<file path="config.mk">
export PLATFORM = sky130hd
export DESIGN_NAME = uart_tx_arbiter
export DESIGN_NICKNAME = d
export VERILOG_FILES = /design/src/rtl/uart_pkg.sv /design/src/rtl/rr_pick.sv /design/src/rtl/uart_tx_arbiter.sv
export SDC_FILE = /design/constraint.sdc
export NUM_CORES = 1
export LEC_CHECK = 0
export CAP_MARGIN = 20
export CORE_ASPECT_RATIO = 1.4
export CORE_UTILIZATION = 30
export CTS_BUF_LIST = sky130_fd_sc_hd__clkbuf_4
export DETAILED_ROUTE_END_ITERATION = 10
export PLACE_DENSITY = 0.72
export SYNTH_ARGS = -nofsm -noshare
export SYNTH_HDL_FRONTEND = slang
export SYNTH_SLANG_ARGS = --single-unit
export TNS_END_PERCENT = 50
</file>
<file path="constraint.sdc">
create_clock -name clk -period 4.1 [get_ports clk]
set_input_delay 0.82 -clock clk [delete_from_list [all_inputs] [get_ports clk]]
set_output_delay 0.82 -clock clk [all_outputs]
set_load 0.03 [all_outputs]
</file>
<file path="src/rtl/uart_pkg.sv">
// rtl/uart_pkg.sv - shared types and defaults for the UART transmit arbiter
package uart_pkg;

  typedef enum logic [1:0] {
    IDLE   = 2'd0,
    ACCEPT = 2'd1,
    SEND   = 2'd2
  } uart_arb_state_t;

  localparam int UART_NUM_REQ_DEF     = 4;
  localparam int UART_TIMEOUT_CYC_DEF = 1024;
  localparam int UART_BYTE_W          = 8;

endpackage

</file>
<file path="src/rtl/rr_pick.sv">
// rtl/rr_pick.sv - combinational round-robin picker, search starts just after last_grant
module rr_pick #(
  parameter int N    = 4,
  parameter int ID_W = $clog2(N)
) (
  input  logic [N-1:0]    req,
  input  logic [ID_W-1:0] last_grant,
  output logic [N-1:0]    grant_oh,
  output logic [ID_W-1:0] grant_idx
);

  logic            found;
  logic [ID_W-1:0] idx;

  always_comb begin
    grant_oh  = '0;
    grant_idx = '0;
    found     = 1'b0;
    idx       = '0;
    for (int k = 1; k <= N; k++) begin
      idx = ID_W'((int'(last_grant) + k) % N);
      if (!found && req[idx]) begin
        found         = 1'b1;
        grant_oh[idx] = 1'b1;
        grant_idx     = idx;
      end
    end
  end

endmodule

</file>
<file path="src/rtl/uart_tx_arbiter.sv">
// rtl/uart_tx_arbiter.sv - round-robin, packet-locked sharing of the UART transmit byte port
// Optional ACCEPT-stall timeout enabled by defining UART_TX_ARB_TIMEOUT_EN.
module uart_tx_arbiter
  import uart_pkg::*;
#(
  parameter int NUM_REQ     = UART_NUM_REQ_DEF,
  parameter int ID_W        = $clog2(NUM_REQ),
  parameter int TIMEOUT_CYC = UART_TIMEOUT_CYC_DEF
) (
  input  logic                           clk,
  input  logic                           rst,
  input  logic                           tx_enable,
  input  logic [NUM_REQ-1:0]             req_valid,
  input  logic [UART_BYTE_W*NUM_REQ-1:0] req_data,
  input  logic [NUM_REQ-1:0]             req_last,
  output logic [NUM_REQ-1:0]             req_ready,
  output logic [UART_BYTE_W-1:0]         data_tx,
  output logic                           data_tx_wr,
  input  logic                           data_tx_ack,
  output logic [ID_W-1:0]                grant_id,
  output logic                           busy
`ifdef UART_TX_ARB_TIMEOUT_EN
  ,
  output logic                           timeout_err
`endif
);

  if (NUM_REQ < 2 || TIMEOUT_CYC < 2) begin : g_bad_cfg
    $error("uart_tx_arbiter: NUM_REQ and TIMEOUT_CYC must both be at least 2");
  end

  uart_arb_state_t state, state_d;
  logic [ID_W-1:0]    last_grant;
  logic [ID_W-1:0]    pick_idx;
  logic [NUM_REQ-1:0] pick_oh;
  logic               buf_last;
  logic               do_grant;
  logic               do_accept;
  logic               do_release;

  rr_pick #(
    .N    (NUM_REQ),
    .ID_W (ID_W)
  ) u_pick (
    .req        (req_valid),
    .last_grant (last_grant),
    .grant_oh   (pick_oh),
    .grant_idx  (pick_idx)
  );

`ifdef UART_TX_ARB_TIMEOUT_EN
  localparam int CNT_W = $clog2(TIMEOUT_CYC + 1);
  logic [CNT_W-1:0] tout_cnt;
  logic             tout_hit;
  logic             do_timeout;

  // Hit on the TIMEOUT_CYC-th consecutive ACCEPT cycle without a handshake.
  assign tout_hit = (state == ACCEPT) && (tout_cnt == CNT_W'(TIMEOUT_CYC - 1));

  always_ff @(posedge clk or posedge rst) begin
    if (rst) begin
      tout_cnt    <= '0;
      timeout_err <= 1'b0;
    end else begin
      timeout_err <= do_timeout;
      if (state != ACCEPT || do_accept || do_timeout) tout_cnt <= '0;
      else                                            tout_cnt <= tout_cnt + 1'b1;
    end
  end
`endif

  always_ff @(posedge clk or posedge rst) begin
    if (rst) state <= IDLE;
    else     state <= state_d;
  end

  always_comb begin
    state_d    = state;
    do_grant   = 1'b0;
    do_accept  = 1'b0;
    do_release = 1'b0;
`ifdef UART_TX_ARB_TIMEOUT_EN
    do_timeout = 1'b0;
`endif
    case (state)
      IDLE: begin
        if (tx_enable && |pick_oh) begin
          do_grant = 1'b1;
          state_d  = ACCEPT;
        end
      end
      ACCEPT: begin
        if (req_valid[grant_id]) begin
          do_accept = 1'b1;
          state_d   = SEND;
        end
`ifdef UART_TX_ARB_TIMEOUT_EN
        else if (tout_hit) begin
          do_timeout = 1'b1;
          do_release = 1'b1;
          state_d    = IDLE;
        end
`endif
      end
      SEND: begin
        if (data_tx_ack) begin
          do_release = buf_last;
          state_d    = buf_last ? IDLE : ACCEPT;
        end
      end
      default: state_d = IDLE;
    endcase
  end

  // Ready depends only on state and owner so requesters never see a valid->ready loop.
  always_comb begin
    req_ready = '0;
    if (state == ACCEPT) req_ready[grant_id] = 1'b1;
  end

  always_ff @(posedge clk or posedge rst) begin
    if (rst) begin
      grant_id   <= '0;
      busy       <= 1'b0;
      last_grant <= ID_W'(NUM_REQ - 1);
      data_tx    <= '0;
      data_tx_wr <= 1'b0;
      buf_last   <= 1'b0;
    end else begin
      if (do_grant) begin
        grant_id <= pick_idx;
        busy     <= 1'b1;
      end
      if (do_accept) begin
        data_tx    <= UART_BYTE_W'(req_data >> (int'(grant_id) * UART_BYTE_W));
        buf_last   <= req_last[grant_id];
        data_tx_wr <= 1'b1;
      end
      if (state == SEND && data_tx_ack) data_tx_wr <= 1'b0;
      if (do_release) begin
        last_grant <= grant_id;
        busy       <= 1'b0;
      end
    end
  end

endmodule

</file>
==> metrics.md, run 1 <==
| Metric | Value |
|---|---|
| Status | complete, no violations |
| Clock tree buffer depth | 2 |
| Commonest cells after routing, fill and taps aside | 59 x clkdlybuf4s50_1, 15 x dfrtp_1, 13 x mux2_2, 12 x mux4_2, 8 x ha_1 |
| ANT cells | 0 |
| Buffers on Ports | 59 |
| Most common cell after layout, fill and taps aside | clkdlybuf4s50_1 |
| Vias per cell | 5.088 |
| Logic pwr share | 0.639 |
| Cts bufs inserted | 3 |
| Slew @ Worst Pin | 0.8006 ns |
| Die ar. | 4707 µm² |
| Maximum vdd drop | 0.0002317 V |
| Clock Sinks | 17 |
| Distinct cell type count after synthesis | 39 |
| Gr ovfl total | 0 |
| Final setup viols | 0 |
| Number of synthesized flops with an enable pin | 0 |
| Hold Violations, Final | 0 |
| Avg Inst Size Synth | 11.67 µm² |
| GRT Util Overall | 0.1484 |
| Row cnt | 28 |
| First-pass DRT Iterations | 4 |
| Post-Route WL | 3508 µm |
| # hold bufs at CTS | 0 |
| Arr. time, crit path | 2.09 ns |
| WL/cell | 15.45 µm |
| DR vias | 1155 |
| Initial antenna violation count | 0 |
| Int Pwr | 751.5 µW |
| Fin Setup TNS | 0 ns |
| Syn nets | 166 |
| Maximum net fanout on the critical path | 17 |
| Detailed placement HPWL | 2839 µm |
| Count of pins over their slew limit | 0 |
| Worst-Skew Late Latency | 0.29 ns |
| Layout cells sized above 1 | 0.2096 |
| Largest net degree at the start of global routing | 18 |
| Min-Delay Path Class | reg -> reg |
| Crit path kind | reg -> out |
| Vias in the first global route | 1121 |
| Post-CTS Setup Bufs | 0 |
| Top-area cell type share of the netlist area | 0.2822 |
| Switching power | 618.0 µW |
| Post-cts resize count | 0 |
| Power density cells | 694.5 nW/µm² |
| Synth warn | 0 |
| Area leader, netlist | dfrtp_1 |
| Routability cong. | 0.7810 |
| Die Wd | 58.28 µm |
| Clk root buf | clkbuf_4 |
| IO Pins | 60 |
| Register area share after synthesis | 0.3217 |
| Initial drt markers | 37 |
| Seq pwr share | 0.297 |
| Nets | 220 |
| Core Region | 4239 µm² |
| Crit end category | output pin |
| CP Launch Type | register |
| CTS tree | built |
| Drt drc | 0 |
| Die height | 80.78 µm |
| Synthesis-stage register bit count | 17 |
| First-pass GRT wire length | 5340 µm |
| H-tree depth | 1 |
| Clk pwr share | 0.064 |
| Syn Inst Count | 114 |
| Top cells by area, synth | dfrtp_1 28%, mux4_2 20%, mux2_2 11% |
| Max-slew headroom | 0.4663 |
| Mapped Area | 1330 µm² |
| RSZ-0062 raised after global routing | false |
| Post-DRT Antenna Nets | 0 |
| Max cap viols | 0 |
| Achievable Freq | 343.1 MHz |
| Total power draw | 1369 µW |
| Pleak | 0.0007664 µW |
| Sw frac | 0.4512 |
| Tcrit/Tclk final | 0.7108 |
| Ys async rst share | 1.000 |
| Hold Worst Slack | 0.5141 ns |
| Clock slew at reported path FFs | 0.09 ns |
| Primary FF master, synth | dfrtp_1 |
| Tmin final | 2.914 ns |
| Req. time, crit path | 3.28 ns |
| Initial cell density of the core | 0.3138 |
| Skew final | 0.01015 ns |
| Layout area overhead | 48.26% |
[synthesized netlist by cell type (2+ instances only)]
cell and number:
dfstp_2 2, nand2_1 7, mux2_2 13, nor4_1 3
nor2_1 4, a21oi_1 6, clkbuf_1 3, inv_1 7
dfrtp_1 15, ha_1 8, mux4_2 12, nor2b_1 3
buf_2 5
[registers in the layout, indices dropped and copies added, names as in the netlist]
register and cells:
buf_last 1, busy 1, data_tx 8, data_tx_wr 1, grant_id 2, last_grant 2, state 2
[layout make-up]
class	count	area, µm²
sequential	17	427.9
clock buffer	3	22.52
tap	60	75.07
fill	401	2267
inverter	7	26.28
multi-input combinational	80	824.5
clock inverter	1	5.005
timing repair buffer	59	590.6
[power groups by stage]
stage	logic [µW]	registers (µW)	clock network (µW)
4_1_cts	883	409	90.8
5_1_grt	947	432	96.2
2_1_floorplan	580	435	0
3_5_place_dp	881	413	0
3_3_place_gp	855	400	0
6_report	875	407	87.9
[routing by layer]
layer	up-vias	GRT usage	wire (µm)
li1	537	-	-
met1	549	0.1605	1379
met2	63	0.2770	1768
met3	6	0.03185	298
met4	0	0.05714	61
met5	-	0	0
[worst max-delay path, cell delays in order, from the launching register on]
cell and delay [ns]:
dfrtp_1 0.87, nand2_1 0.11, nor2_1 0.13, clkdlybuf4s50_1 0.69
[cells by family after synthesis]
group           after synthesis  synth area share
mux                          27            0.3293
simple gates                 23           0.09221
compound gates               22            0.1233
buf+inv                      17           0.05832
flops                        17            0.3217
fa+ha+maj                     8           0.07526
[stage by stage]
step / worst slack, ns / area [µm²] / std cells / utilization
finish: 1.186 / 1972 / 227 / 0.4652
global route: 1.003 / 1972 / 227 / 0.4652
CTS: 1.137 / 1972 / 227 / 0.4652
detailed placement: 1.355 / 1944 / 223 / 0.4587
global placement: 1.423 / 1944 / 223 / 0.4587
floorplan: 1.534 / 1330 / 114 / -
[worst paths after layout]
check                                to  cells past startpoint  slack (ns)           from
max                        req_ready[1]                      3        1.19    grant_id[0]
min                          data_tx[4]                      1        0.51     data_tx[4]
max reg2reg                 grant_id[0]                      5        1.31  last_grant[0]
min reg2reg                  data_tx[4]                      1        0.51     data_tx[4]
max in group asynchronous    data_tx[7]                      2        2.75            rst
min in group asynchronous    data_tx[6]                      2        0.92            rst
Note: power is estimated with default switching activity, not from simulation.
==> inputs of run 2 (changes only) <==
--- a/config.mk
+++ b/config.mk
@@ -10,7 +10,7 @@
 export CORE_UTILIZATION = 30
 export CTS_BUF_LIST = sky130_fd_sc_hd__clkbuf_4
 export DETAILED_ROUTE_END_ITERATION = 10
-export PLACE_DENSITY = 0.72
+export PLACE_DENSITY = 0.74
 export SYNTH_ARGS = -nofsm -noshare
 export SYNTH_HDL_FRONTEND = slang
 export SYNTH_SLANG_ARGS = --single-unit
==> constraint.sdc (replaced) <==
create_clock -name clk -period 2.6 [get_ports clk]
set_input_delay 0.52 -clock clk [delete_from_list [all_inputs] [get_ports clk]]
set_output_delay 0.52 -clock clk [all_outputs]
set_load 0.03 [all_outputs]
==> metrics.md, run 2 (synthesis gave the netlist of run 1 again) <==
| Metric | Value |
|---|---|
| R2R setup slack | 0.22 ns (-1.09 ns) |
| Final setup viols | 0 (unchanged) |
| Detailed placement HPWL | 2688 µm (-5.3%) |
| Kind of cell adding the most delay to the critical path | buffers and inverters |
| WP buf/inv | 1 (unchanged) |
| Hold Worst Slack | 0.5161 ns (+0.002035 ns) |
| Fin Setup TNS | 0 ns (unchanged) |
| Die height | 80.78 µm (unchanged) |
| Hold Violations, Final | 0 (unchanged) |
| CTS tree | built |
| Initial antenna violation count | 0 (unchanged) |
| Crit end category | output pin |
| Reg-to-reg critical path startpoint | last_grant[1] |
| Min-Delay Endpoint | data_tx[4] |
| Drt drc | 0 (unchanged) |
| Row cnt | 28 (unchanged) |
| H-tree depth | 1 (unchanged) |
| GRT Util Overall | 0.1416 (-0.006817) |
| Count of pins over their slew limit | 0 (unchanged) |
| Post-DRT Antenna Nets | 0 (unchanged) |
| Layout area overhead | 51.65% |
| Max cap viols | 0 (unchanged) |
| Maximum net fanout on the critical path | 6 (-11) |
| Skew final | 0.002809 ns (-0.007343 ns) |
| Design area | 2017 µm² (+2.3%) |
| Reg area | 427.9 µm² (unchanged) |
| Commonest cells after routing, fill and taps aside | 58 x clkdlybuf4s50_1, 15 x dfrtp_1, 13 x mux2_2, 12 x mux4_2, 8 x ha_1 |
| Initial cell density of the core | 0.3138 (unchanged) |
| DR vias | 1182 (+2.3%) |
| Vias in the first global route | 1139 (+1.6%) |
| Die Wd | 58.28 µm (unchanged) |
| Post-Place Cells | 228 (+2.2%) |
| First-pass GRT wire length | 4995 µm (-6.5%) |
| WL/cell | 14.47 µm (-6.4%) |
| Layout cells sized above 1 | 0.2384 (+0.02879) |
| Nets | 225 (+2.3%) |
| RR Endpoint | grant_id[0] |
| Maximum vdd drop | 0.0004310 V (+86%) |
| Vias per cell | 5.095 (+0.13%) |
| # fillers | 397 (-1.0%) |
| ANT cells | 0 (unchanged) |
| Area of the multi-input gates | 827.0 µm² (+0.30%) |
| Slew @ Worst Pin | 0.6041 ns (-0.1964 ns) |
| IO Pins | 60 (unchanged) |
| Routability cong. | 0.8688 (+11%) |
| Status | complete, no violations |
| Clock slew at reported path FFs | 0.09 ns (about the same) |
| Max-slew headroom | 0.5968 (+0.1305) |
| Achievable Freq | 419.1 MHz |
| Min-Delay Path Class | reg -> reg |
| Cell Area, Placed | 1982 µm² (+1.9%) |
| Arr. time, crit path | 1.87 ns (-0.22 ns) |
| CP Launch Type | register |
| Post-Route WL | 3356 µm (-4.3%) |
| Clock tree buffer depth | 2 (unchanged) |
| Core Region | 4239 µm² (unchanged) |
| Die ar. | 4707 µm² (unchanged) |
| RSZ-0062 raised after global routing | false |
| Most flop-heavy register | data_tx |
| First-pass DRT Iterations | 4 (unchanged) |
| Worst-Skew Late Latency | 0.29 ns (about the same) |
| Max FFs per register | 8 (unchanged) |
| Worst hold start | data_tx[4] |
| Buffers on Ports | 59 (unchanged) |
| Worst reg2reg path depth | 8 (+3) |
| Slowest cell on crit path | clkdlybuf4s50_1 |
| Tcrit/Tclk final | 0.9177 |
| Clock Sinks | 17 (unchanged) |
| CP cell instances | nor2b_2 -> nand2_1 -> nor2_1 -> clkdlybuf4s50_1 |
| Most common cell after layout, fill and taps aside | clkdlybuf4s50_1 |
| Gr ovfl total | 0 (unchanged) |
| Hold depth | 1 (unchanged) |
| Cts bufs inserted | 3 (unchanged) |
| Layout Cells excl Fill | 232 (+2.2%) |
| Pleak | 0.0008096 µW (+5.6%) |
| Post-CTS Setup Bufs | 0 (unchanged) |
| Worst path max stage delay | 0.68 ns (-0.19 ns) |
| Crit path kind | reg -> out |
| Clk root buf | clkbuf_4 |
| Power density cells | 1103 nW/µm² (+59%) |
| Tmin final | 2.386 ns |
| Initial drt markers | 40 (+8.1%) |
| Largest net degree at the start of global routing | 18 (unchanged) |
| Req. time, crit path | 2.08 ns (-1.20 ns) |
-- run 2: cell types whose count changed in the layout (fill, tap and decap cells not counted), sizes merged --
| cell | delta |
|---|---|
| dlymetal6s2s | +1 |
| clkinv | -1 |
| buf | +5 |
| clkbuf | +1 |
| clkdlybuf4s50 | -1 |
-- run 2: layer usage --
layer	vias up	routed length (µm)	global-route usage
met5	-	0	0
met4	0	85	0.07857
met3	7	220	0.02707
met2	59	1693	0.2563
met1	567	1356	0.1521
li1	549	-	-
-- run 2: where the power goes --
group | internal (µW) | switching, µW | leakage (µW)
logic | 772 | 769 | 0.000593
clock network | 70.2 | 79.9 | 0.0000184
registers | 407 | 127 | 0.000198
total | 1250 | 976 | 0.000810
-- run 2: how the worst max path moves through the flow --
stage,from,endpoint,slack (ns),depth (start not counted)
2_1_floorplan,last_grant[1],grant_id[0],0.03,7
3_3_place_gp,req_valid[2],grant_id[0],0.27,4
3_5_place_dp,req_valid[2],grant_id[0],0.22,4
4_1_cts,state[0],req_ready[0],0.02,3
5_1_grt,state[0],req_ready[1],0.08,4
6_report,state[1],req_ready[1],0.21,4
-- run 2: final cells by class --
class                           instances  share of cell area
Timing Repair Buffer                   64              0.3127
Clock buffer                            4             0.01489
Multi-Input combinational cell         80              0.4101
Inverter                                7             0.01303
Sequential cell                        17              0.2122
Tap cell                               60             0.03722
-- run 2: stage by stage --
step / utilization / power, µW / setup slack [ns]
2_1_floorplan: - / 1600 / 0.03405
3_3_place_gp: 0.4675 / 2034 / 0.2657
3_5_place_dp: 0.4675 / 2088 / 0.2156
4_1_cts: 0.4746 / 2239 / 0.01963
5_1_grt: 0.4758 / 2371 / 0.07895
6_report: 0.4758 / 2225 / 0.2141
-- run 2: timing repair --
| item | CTS | global route |
|---|---|---|
| gates resized for setup | 0 | 2 |
| setup endpoints to repair | 0 | 4 |
| hold buffers | 0 | 0 |
==> inputs of run 3 (changes only) <==
--- a/config.mk
+++ b/config.mk
@@ -8,7 +8,7 @@
 export CAP_MARGIN = 20
 export CORE_ASPECT_RATIO = 1.4
 export CORE_UTILIZATION = 30
-export CTS_BUF_LIST = sky130_fd_sc_hd__clkbuf_4
+export CTS_BUF_LIST = sky130_fd_sc_hd__clkbuf_16
 export DETAILED_ROUTE_END_ITERATION = 10
 export PLACE_DENSITY = 0.74
 export SYNTH_ARGS = -nofsm -noshare
==> metrics.md, run 3 (synthesis gave the netlist of run 1 again) <==
| Metric | Value |
|---|---|
| Maximum net fanout on the critical path | 6 (unchanged) |
| ANT cells | 0 (unchanged) |
| Commonest cells after routing, fill and taps aside | 59 x clkdlybuf4s50_1, 15 x dfrtp_1, 13 x mux2_2, 12 x mux4_2 |
| Post-cts resize count | 0 (unchanged) |
| Post-Route WL | 3368 µm (+0.36%) |
| RSZ-0062 raised after global routing | false |
| Status | complete, no violations |
| Final setup viols | 0 (unchanged) |
| Maximum vdd drop | 0.0004681 V (+8.6%) |
| First-pass GRT wire length | 4995 µm (unchanged) |
| Worst reg2reg path depth | 8 (unchanged) |
| Hold Worst Slack | 0.5055 ns (-0.01057 ns) |
| Min-Delay Path Class | reg -> reg |
| Die ar. | 4707 µm² (unchanged) |
| Initial cell density of the core | 0.3138 (unchanged) |
| Fin Setup TNS | 0 ns (unchanged) |
| Crit end category | output pin |
| Detailed placement HPWL | 2688 µm (unchanged) |
| Die height | 80.78 µm (unchanged) |
| Post-CTS Setup Bufs | 0 (unchanged) |
| Core Region | 4239 µm² (unchanged) |
| Reg-to-reg critical path startpoint | last_grant[1] |
| Most common cell after layout, fill and taps aside | clkdlybuf4s50_1 |
| Max cap viols | 0 (unchanged) |
| WL/cell | 14.52 µm (+0.36%) |
| Clk root buf | clkbuf_16 |
| Worst path max stage delay | 0.71 ns (+0.03 ns) |
| Achievable Freq | 416.0 MHz (-0.76%) |
| Row cnt | 28 (unchanged) |
| # fillers | 392 (-1.3%) |
| Power density cells | 1152 nW/µm² (+4.5%) |
| Drt drc | 0 (unchanged) |
| Vias per cell | 5.069 (-0.51%) |
| Gr ovfl total | 0 (unchanged) |
| RR Endpoint | grant_id[0] |
| Post-DRT Antenna Nets | 0 (unchanged) |
| Tcrit/Tclk final | 0.9247 (+0.007012) |
| DR vias | 1176 (-0.51%) |
| Clock tree buffer depth | 2 (unchanged) |
| # hold bufs at CTS | 0 (unchanged) |
| GRT Util Overall | 0.1393 (-0.002296) |
| Pleak | 0.0008163 µW (+0.83%) |
| Max FFs per register | 8 (unchanged) |
| Routability cong. | 0.8688 (unchanged) |
| First-pass DRT Iterations | 4 (unchanged) |
| IO Pins | 60 (unchanged) |
| Skew final | 0.003665 ns (+0.0008566 ns) |
| CP Launch Type | register |
| CTS tree | built |
| Crit path kind | reg -> out |
| CP Capture Point | req_ready[0] |
| Vias in the first global route | 1133 (-0.53%) |
| R2R setup slack | 0.22 ns (about the same) |
| Die Wd | 58.28 µm (unchanged) |
| Design area | 2063 µm² (+2.3%) |
| Nets | 225 (unchanged) |
| Req. time, crit path | 2.08 ns (about the same) |
| Cell Area, Placed | 1982 µm² (unchanged) |
| Hold Violations, Final | 0 (unchanged) |
| Clock Sinks | 17 (unchanged) |
| CP cell instances | nor2b_2 -> nor3b_1 -> clkdlybuf4s50_1 |
| Max-slew headroom | 0.5815 (-0.01526) |
| Largest net degree at the start of global routing | 18 (unchanged) |
| Layout area overhead | 55.13% |
| Slowest cell on crit path | clkdlybuf4s50_1 |
| Arr. time, crit path | 1.88 ns (about the same) |
| Worst hold start | data_tx[4] |
| Slew @ Worst Pin | 0.6270 ns (+0.02286 ns) |
| Count of pins over their slew limit | 0 (unchanged) |
| Layout cells sized above 1 | 0.2326 (-0.005814) |
| H-tree depth | 1 (unchanged) |
| Worst-Skew Late Latency | 0.24 ns (-0.05 ns) |
| Initial antenna violation count | 0 (unchanged) |
| Initial drt markers | 26 (-35%) |
| Critical Path Start | state[0] |
| Cts bufs inserted | 3 (unchanged) |
| Tmin final | 2.404 ns (+0.01823 ns) |
| Clock slew at reported path FFs | 0.05 ns (-0.04 ns) |
| Buffers on Ports | 59 (unchanged) |
| Most flop-heavy register | data_tx |
==> run 3: layout make-up <==
type,count,area [µm²],share of cell area
inverters,7,26.28,0.01273
well taps,60,75.07,0.03639
clock buffers,3,75.07,0.03639
repair buffers,64,628.1,0.3044
flip-flops and latches,17,427.9,0.2074
clock inverters,1,3.754,0.001819
multi-input cells,80,827.0,0.4008
==> run 3: worst max-delay path, delay by kind of cell, from the launching register on <==
| family | cells | cell delay, ns |
|---|---|---|
| DFF | 1 | 0.41 |
| and+or+nand+nor | 2 | 0.53 |
| buffers and inverters | 1 | 0.71 |
==> run 3: worst min path at each step <==
stage                             to  slack (ns)  cells after the start
after floorplan             buf_last        0.44                      1
after global placement    data_tx[6]        0.49                      1
after detailed placement  data_tx[4]        0.50                      1
after CTS                 data_tx[4]        0.51                      1
after global routing      data_tx[4]        0.53                      1
final                     data_tx[4]        0.51                      1
==> run 3: report_power, final <==
part	switching (µW)	internal, µW	leakage [µW]
Sequential	129	409	0.000198
Clock	91.3	204	0.0000423
Combinational	771	773	0.000576
==> run 3: layer usage <==
layer / vias up / wire length (µm) / track usage
li1: 549 / - / -
met1: 558 / 1373 / 0.1553
met2: 62 / 1706 / 0.2552
met3: 7 / 226 / 0.03185
met4: 0 / 61 / 0.05000
met5: - / 0 / 0
==> run 3: through the flow <==
stage               power, µW    util  setup WS (ns)  cells
floorplan                1600       -        0.03405    114
global placement         2034  0.4675         0.2657    228
detailed placement       2088  0.4675         0.2156    228
CTS                      2390  0.4861        0.08531    232
global route             2521  0.4867        0.07403    232
finish                   2378  0.4867         0.1959    232
